`src/rtl/spi_register_responder_pkg.sv`:
```
// Shared types and constants for the SPI register responder.
package spi_register_responder_pkg;

    typedef enum logic [1:0] {
        ST_IDLE = 2'd0,
        ST_ADDR = 2'd1,
        ST_DATA = 2'd2,
        ST_DONE = 2'd3
    } spi_state_e;

    localparam logic RW_READ   = 1'b1;
    localparam logic RW_WRITE  = 1'b0;
    localparam int   ERR_CNT_W = 8;

    function automatic int frame_len(input int package_size);
        return 2 * package_size;
    endfunction

endpackage

```
`src/rtl/spi_register_responder_input_sync.sv`:
```
// Brings sclk/csb/sdi into the clk domain and derives single-cycle edge pulses.
module spi_input_sync (
    input  logic clk,
    input  logic rst,
    input  logic sclk,
    input  logic csb,
    input  logic sdi,
    output logic sdi_s,
    output logic sclk_rise,
    output logic sclk_fall,
    output logic csb_fall,
    output logic csb_rise
);

    // [0],[1] form the synchronizer; [2] is the previous sample for edge detection
    logic [2:0] sclk_pipe;
    logic [2:0] csb_pipe;
    logic [1:0] sdi_pipe;

    always_ff @(posedge clk or posedge rst) begin
        if (rst) begin
            sclk_pipe <= '0;
            csb_pipe  <= '1;
            sdi_pipe  <= '0;
        end else begin
            sclk_pipe <= {sclk_pipe[1:0], sclk};
            csb_pipe  <= {csb_pipe[1:0], csb};
            sdi_pipe  <= {sdi_pipe[0], sdi};
        end
    end

    assign sdi_s     = sdi_pipe[1];
    assign sclk_rise =  sclk_pipe[1] & ~sclk_pipe[2];
    assign sclk_fall = ~sclk_pipe[1] &  sclk_pipe[2];
    assign csb_fall  = ~csb_pipe[1]  &  csb_pipe[2];
    assign csb_rise  =  csb_pipe[1]  & ~csb_pipe[2];

endmodule

```
`src/rtl/spi_register_responder.sv`:
```
// SPI mode-0 target mapping {rw, addr, data} frames onto a local register bank.
// Optional SPI_RESP_ERR_CNT_EN adds a saturating aborted/overlong-frame counter.
module spi_register_responder
    import spi_register_responder_pkg::*;
#(
    parameter int PACKAGE_SIZE = 8,
    parameter int NUM_REGS     = 16
) (
    input  logic                    clk,
    input  logic                    rst,
    input  logic                    sclk,
    input  logic                    csb,
    input  logic                    sdi,
    output logic                    sdo,
    input  logic [PACKAGE_SIZE-2:0] loc_addr,
    output logic [PACKAGE_SIZE-1:0] loc_data,
    output logic                    wr_strobe,
    output logic [PACKAGE_SIZE-2:0] wr_addr,
    output logic [PACKAGE_SIZE-1:0] wr_data,
`ifdef SPI_RESP_ERR_CNT_EN
    output logic [ERR_CNT_W-1:0]    err_count,
`endif
    output logic                    frame_active
);

    localparam int ADDR_W    = PACKAGE_SIZE - 1;
    localparam int FRAME_LEN = frame_len(PACKAGE_SIZE);
    localparam int CNT_W     = $clog2(FRAME_LEN);
    localparam logic [CNT_W-1:0] LAST_BIT = CNT_W'(PACKAGE_SIZE - 1);

    logic sdi_s, sclk_rise, sclk_fall, csb_fall, csb_rise;

    spi_input_sync u_sync (
        .clk       (clk),
        .rst       (rst),
        .sclk      (sclk),
        .csb       (csb),
        .sdi       (sdi),
        .sdi_s     (sdi_s),
        .sclk_rise (sclk_rise),
        .sclk_fall (sclk_fall),
        .csb_fall  (csb_fall),
        .csb_rise  (csb_rise)
    );

    spi_state_e              state;
    logic [CNT_W-1:0]        bit_cnt;
    logic [ADDR_W-1:0]       hdr_sr;
    logic [PACKAGE_SIZE-2:0] data_sr;
    logic [PACKAGE_SIZE-1:0] tx_sr;
    logic                    rw_q;
    logic [ADDR_W-1:0]       addr_q;
    logic [PACKAGE_SIZE-1:0] regs [NUM_REGS];

    logic [PACKAGE_SIZE-1:0] hdr_next;
    logic [PACKAGE_SIZE-1:0] data_next;
    logic [PACKAGE_SIZE-1:0] hdr_rd_val;
    logic                    wr_in_range;

    // hdr_next = {rw, addr} once the final address bit is shifted in
    assign hdr_next    = {hdr_sr, sdi_s};
    assign data_next   = {data_sr, sdi_s};
    assign wr_in_range = int'(addr_q) < NUM_REGS;

    always_comb begin
        hdr_rd_val = '0;
        loc_data   = '0;
        for (int i = 0; i < NUM_REGS; i++) begin
            if (hdr_next[ADDR_W-1:0] == ADDR_W'(i)) hdr_rd_val = regs[i];
            if (loc_addr == ADDR_W'(i))             loc_data   = regs[i];
        end
    end

    always_ff @(posedge clk or posedge rst) begin
        if (rst) begin
            state        <= ST_IDLE;
            bit_cnt      <= '0;
            hdr_sr       <= '0;
            data_sr      <= '0;
            tx_sr        <= '0;
            rw_q         <= RW_WRITE;
            addr_q       <= '0;
            sdo          <= 1'b0;
            wr_strobe    <= 1'b0;
            wr_addr      <= '0;
            wr_data      <= '0;
            frame_active <= 1'b0;
            for (int i = 0; i < NUM_REGS; i++) regs[i] <= '0;
        end else begin
            wr_strobe <= 1'b0;
            case (state)
                ST_IDLE: begin
                    if (csb_fall) begin
                        state        <= ST_ADDR;
                        bit_cnt      <= '0;
                        frame_active <= 1'b1;
                    end
                end
                ST_ADDR: begin
                    if (csb_rise) begin
                        state        <= ST_IDLE;
                        frame_active <= 1'b0;
                    end else if (sclk_rise) begin
                        hdr_sr <= hdr_next[ADDR_W-1:0];
                        if (bit_cnt == LAST_BIT) begin
                            state   <= ST_DATA;
                            bit_cnt <= '0;
                            rw_q    <= hdr_next[PACKAGE_SIZE-1];
                            addr_q  <= hdr_next[ADDR_W-1:0];
                            tx_sr   <= (hdr_next[PACKAGE_SIZE-1] == RW_READ) ? hdr_rd_val : '0;
                        end else begin
                            bit_cnt <= bit_cnt + 1'b1;
                        end
                    end
                end
                ST_DATA: begin
                    if (csb_rise) begin
                        state        <= ST_IDLE;
                        frame_active <= 1'b0;
                        sdo          <= 1'b0;
                    end else begin
                        // first fall after the address phase presents the MSB
                        if (sclk_fall && rw_q == RW_READ) begin
                            sdo   <= tx_sr[PACKAGE_SIZE-1];
                            tx_sr <= {tx_sr[PACKAGE_SIZE-2:0], 1'b0};
                        end
                        if (sclk_rise) begin
                            data_sr <= data_next[PACKAGE_SIZE-2:0];
                            if (bit_cnt == LAST_BIT) begin
                                state <= ST_DONE;
                                sdo   <= 1'b0;
                                if (rw_q == RW_WRITE && wr_in_range) begin
                                    wr_strobe <= 1'b1;
                                    wr_addr   <= addr_q;
                                    wr_data   <= data_next;
                                    for (int i = 0; i < NUM_REGS; i++)
                                        if (addr_q == ADDR_W'(i)) regs[i] <= data_next;
                                end
                            end else begin
                                bit_cnt <= bit_cnt + 1'b1;
                            end
                        end
                    end
                end
                ST_DONE: begin
                    if (csb_rise) begin
                        state        <= ST_IDLE;
                        frame_active <= 1'b0;
                    end
                end
                default: state <= ST_IDLE;
            endcase
        end
    end

`ifdef SPI_RESP_ERR_CNT_EN
    logic err_seen;
    logic err_evt;

    // err_seen keeps an overlong frame from counting once per extra edge
    assign err_evt = ((state == ST_ADDR || state == ST_DATA) && csb_rise) ||
                     (state == ST_DONE && !csb_rise && sclk_rise && !err_seen);

    always_ff @(posedge clk or posedge rst) begin
        if (rst) begin
            err_count <= '0;
            err_seen  <= 1'b0;
        end else begin
            if (state == ST_IDLE && csb_fall) err_seen <= 1'b0;
            else if (err_evt)                 err_seen <= 1'b1;
            if (err_evt && err_count != '1)   err_count <= err_count + 1'b1;
        end
    end
`endif

endmodule
```
`config.mk`:
```
export PLATFORM = sky130hd
export DESIGN_NAME = spi_register_responder
export DESIGN_NICKNAME = d
export VERILOG_FILES = /design/src/rtl/spi_register_responder_pkg.sv /design/src/rtl/spi_register_responder_input_sync.sv /design/src/rtl/spi_register_responder.sv
export SDC_FILE = /design/constraint.sdc
export NUM_CORES = 1
export LEC_CHECK = 0
export CAP_MARGIN = 25
export CELL_PAD_IN_SITES_DETAIL_PLACEMENT = 0
export CELL_PAD_IN_SITES_GLOBAL_PLACEMENT = 2
export CORE_ASPECT_RATIO = 1.1
export CORE_MARGIN = 5
export CORE_UTILIZATION = 43
export CTS_CLUSTER_SIZE = 10
export DETAILED_ROUTE_END_ITERATION = 12
export PLACE_DENSITY = 0.93
export SLEW_MARGIN = 40
export SYNTH_ARGS = -nofsm -noshare
export SYNTH_HDL_FRONTEND = slang
export SYNTH_SLANG_ARGS = --single-unit
```
`constraint.sdc`:
```
create_clock -name clk -period 8.15 [get_ports clk]
set_clock_uncertainty 0.1 [all_clocks]
set_input_delay 1.63 -clock clk [delete_from_list [all_inputs] [get_ports clk]]
set_output_delay 1.63 -clock clk [all_outputs]
set_load 0.05 [all_outputs]
```
* Yosys cells after proc, flatten, opt, wreduce, memory -nomap -nowiden
Index checks and enable logic that the tools add are counted.
Cells by class: muxes and demuxes 68, $add $sub $neg 1, bitwise operators 10, eq/ne operators 63, reduce and logical (&&, ||, !) cells 33, magnitude comparators 1
Operators by type and width (count):
- 8-bit two-way mux | 38
- 7-bit by 4-bit equality test with 1-bit output (second input constant) | 24
- 6-bit AND reduction | 18
- 7-bit by 3-bit equality test with 1-bit output (second input constant) | 12
- 7-bit by 2-bit equality test with 1-bit output (second input constant) | 6
- 4-bit two-way mux | 7
- 7-bit by 1-bit equality test with 1-bit output (second input constant) | 3
- 7-bit zero test | 3
- 2-bit inequality test (second input constant) | 9
- 2-bit two-way mux | 8
- 8-bit case mux with 2 select lines | 1
- 3-bit inequality test (second input constant) | 4
- 4-bit case mux with 3 select lines | 1
- 1-bit two-way mux | 11
- 2-bit case mux with 4 select lines | 1
- 7-bit by 5-bit < comparator with 1-bit output (second input constant) | 1
- 7-bit AND reduction | 1
- 1-bit NOT | 6
- 3-bit AND reduction | 2
- 5-bit AND reduction | 1
- 4-bit by 1-bit adder with 4-bit output (second input constant) | 1
- 1-bit AND | 4
- 2-bit equality test (second input constant) | 2
- 4-bit by 3-bit equality test with 1-bit output (second input constant) | 1
- other kinds (10) | 11
Word-level totals: register bits after elaboration 190, output and inout port bits 26, input port bits 12, logic and storage cells 207

* Longest topological paths before layout
depth in word-level cells 22, gate-level depth with buffers 9, depth with buffers taken out 8

* Hierarchy
A second synthesis with hierarchy kept.
Unflattened totals: cells, all modules 926, area total of the unflattened synthesis 10153.5 um^2
By module, submodules not included:
- spi_register_responder | seq. area each 4554.4 um^2, times used 1, cells each 913, area each 9910.8 um^2
- spi_input_sync | seq. area each 203.9 um^2, times used 1, cells each 13, area each 242.7 um^2

* Worst setup path after synthesis
OpenSTA, ideal clock, no wires.
path kind input -> output, start point in loc_addr[0], end point out loc_data[2], data required time 6420 ps, path buffers 4, data arrival time 4142 ps, path slack 2278 ps, cell stages on the path 8, cell sequence buf_2 -> buf_4 -> buf_2 -> buf_2 -> o21ai_0 -> a21oi_1 -> o22ai_1 -> o32ai_1
Between the ends: word-level cells in the longest chain between the ends 17, elaborated cells on any way between the ends 32, classes of those cells 15 x eq/ne; 16 x mux; 1 x reduce/logical
Ends and longest elaborated chain:
- start, declared | RTL line spi_register_responder.sv:15 | input logic [PACKAGE_SIZE-2:0] loc_addr,
- 7-bit zero test | RTL line spi_register_responder.sv:70 | if (loc_addr == ADDR_W'(i)) loc_data = regs[i];
- 8-bit two-way mux (15 in series) | RTL line spi_register_responder.sv:70
- 8-bit two-way mux * | RTL line spi_register_responder.sv:70
- end, declared | RTL line spi_register_responder.sv:16 | output logic [PACKAGE_SIZE-1:0] loc_data,
Mark *: on every way between the ends. The rest lies on a longest branch, timed or not.

* Worst setup path after layout
Same ends and word-level chain as after synthesis.

==> results.py <==
metrics = {
    "clock_tree": {
        "cts_sinks": 190,
        "cts.clk_slew.worst_paths_ns": 0.08,
        "numCtsBuffers": 17,
        "max-clock-path-buffers": 2,
        "clockRootBuffer": "clkbuf_16",
        "cts_resized": 0,
        "worstSkewPairLatency_ns": 0.45,
        "post_cts_buffers": 0,
        "hold_buffers": 0,
        "h-tree-depth": 4,
        "cts_tree": "built",
    },
    "floorplanning": {
        "die_h_um": 170,
        "ios": 38,
        "fp.dieArea_um2": 26500,
        "initial_core_util_pct": 43.8,
        "die_w_um": 156,
        "rows": 58,
        "core_um2": 22900,
    },
    "setup_path": {
        "critPathLaunchType": "input pin",
        "cp-end-kind": "output pin",
        "cpPeakStageDelay_ns": 0.89,
        "crit_family": "buffers and inverters",
        "path_class": "in -> out",
        "worstPathArrival_ns": 4.52,
        "critPathBufInv": 3,
        "r2r-start": "state[0]$_DFFE_PP0P_",
        "crit_start": "loc_addr[0]",
        "required_ns": 6.42,
        "path_max_fanout": 28,
        "path_cells": "buf_2, buf_4, nand2b_1, o22ai_1, mux2i_1, nand3b_1, a21oi_1, o32ai_1, clkdlybuf4s50_1",
        "cp_slowest_cell": "clkdlybuf4s50_1",
    },
    "route": {
        "num_vias": 7192,
        "via_per_inst": 6.19,
        "finalWirelength_um": 28500,
        "drc_errors": 0,
        "ant_nets": 0,
        "wl_per_cell_um": 24.5,
        "drt_iter0_markers": 650,
        "drtPass1Iterations": 5,
    },
    "run_status": {
        "outcome": "completed",
    },
    "synth": {
        "synth.cell_area_um2": 10000,
        "syn_area_per_cell_um2": 11.8,
        "synth_seq_cells": 190,
        "yosys-top-cells-area": "dfrtp_1, mux2_2, mux4_2",
        "synth_cells": 848,
        "syn_nets": 866,
        "synth-edff-count": 0,
        "synth_top_area_share_pct": 46.6,
        "synth_flop_cell": "dfrtp_1",
        "ys_warn_count": 0,
        "yosysMostFrequentCell": "dfrtp_1",
        "synth_common_cells": "dfrtp_1, mux2_2, o21ai_0, nand2_1, nor2_1",
        "ys_types": 64,
        "synth-seq-area-share_pct": 47.4,
        "synthArstFlopShare_pct": 100,
        "synth_area_leader_cell": "dfrtp_1",
    },
    "global_routing": {
        "grt_pass1_vias": 7385,
        "grt_usage_pct": 22.2,
        "antenna_found_initial": 0,
        "grt_overflow": 0,
        "grt_pass1_wl_um": 44900,
        "grt_max_degree": 121,
    },
    "sta": {
        "worst_slack_ns": 1.90,
        "setup_viol": 0,
        "relSlewSlack_pct": 43.8,
        "hold_violations": 0,
        "worst_pin_slew_ns": 0.843,
        "max_freq_mhz": 160,
        "slew_violations": 0,
        "post-route-period-util_pct": 76.7,
        "fin_crit_ns": 6.25,
        "fin_setup_tns_ns": 0,
        "rsz0062_at_grt": "no",
    },
    "placed_design": {
        "place_congestion": 0.914,
        "port_buffers": 37,
        "dp_hpwl_um": 18900,
        "pre_cts_ws_ns": 1.85,
    },
    "cells_and_area": {
        "fin_nets": 867,
        "area_growth_pct": 11.8,
        "fillerInstances": 2108,
        "diodes": 0,
        "drive_gt1_share_pct": 31.2,
    },
    "power": {
        "leakagePower_nw": 4.93,
        "peakVddDrop_uv": 137,
        "power_density_nw_per_um2": 224,
        "power.total_w": 0.00252,
    },
    "hold_path": {
        "min_from": "u_sync.sdi_pipe[0]$_DFF_PP0_",
        "hold_class": "reg -> reg",
    },
    "flow_run": {
        "drv_cap": 0,
    },
}
-- cell type report --
type | instances | area [um2] | share of cell area (%)
flip-flops and latches | 190 | 4760 | 42.4
inverters | 12 | 57.6 | 0.513
well taps | 300 | 375 | 3.34
clock buffers | 17 | 425 | 3.79
clock inverters | 15 | 190 | 1.69
repair buffers | 45 | 422 | 3.76
multi-input cells | 583 | 5000 | 44.5
-- per-layer routing --
layer / vias to the layer above / wire length, um / global-route usage [%]
li1: 3188 / - / -
met2: 248 / 13400 / 34.6
met4: 0 / 1210 / 10.4
met5: - / 0 / 0
met3: 80 / 1520 / 4.40
met1: 3676 / 12400 / 30.1
-- power breakdown --
part	switching, W	total (W)	leakage (nW)	internal [W]
registers	0.0000939	0.00107	2.61	0.000980
logic	0.000397	0.000577	2.02	0.000179
clock network	0.000424	0.000867	0.302	0.000443
total	0.000915	0.00252	4.93	0.00160
-- layout by cell type (no fill, tap or decap), drive strengths merged, types with 19 or more instances in the layout --
master	Yosys	final
dfrtp	187	187
mux2	162	162
o21ai	47	47
nor2	46	46
nand2	44	44
nand3	36	36
clkdlybuf4s50	0	34
mux4	32	32
a21oi	29	29
inv	12	19
-- flip-flops by register name (all words and copies together), names as in the netlist --
signal,flops
regs,128
tx_sr,8
wr_data,8
addr_q,7
data_sr,7
hdr_sr,7
wr_addr,7
bit_cnt,4
u_sync.csb_pipe,3
u_sync.sclk_pipe,3
state,2
u_sync.sdi_pipe,2
frame_active,1
rw_q,1
sdo,1
wr_strobe,1
-- worst paths after layout --
| check | endpoint | slack [ns] | cells past startpoint |
|---|---|---|---|
| hold / removal | u_sync.sdi_pipe[1]$_DFF_PP0_ | 0.25 | 0 |
| hold reg to reg | u_sync.sdi_pipe[1]$_DFF_PP0_ | 0.25 | 0 |
| min in group asynchronous | wr_strobe$_DFF_PP0_ | 1.61 | 2 |
| setup / recovery | loc_data[2] | 1.90 | 9 |
| setup reg to reg | regs[35]$_DFFE_PP0P_ | 4.36 | 8 |
| max in group asynchronous | u_sync.sdi_pipe[1]$_DFF_PP0_ | 5.15 | 3 |
-- cells by family after synthesis --
group                      synth area share [%]
DFF                                        47.4
and+or+nand+nor                            11.3
AOI/OAI and AO/OA                          10.7
adders and majority gates                 0.747
buffers and inverters                      3.05
muxes                                      26.9
-- per-stage QoR --
step	instances	utilization, %	hold WS [ns]	instance area, um2
final	1162	49.0	0.252	11200
after global routing	1162	49.0	0.268	11200
after CTS	1162	48.9	0.256	11200
after detailed placement	1130	46.2	0.236	10600
after global placement	1130	46.2	0.233	10600
after floorplan	848	-	0.231	10000
Note: power is estimated with default switching activity, not from simulation.
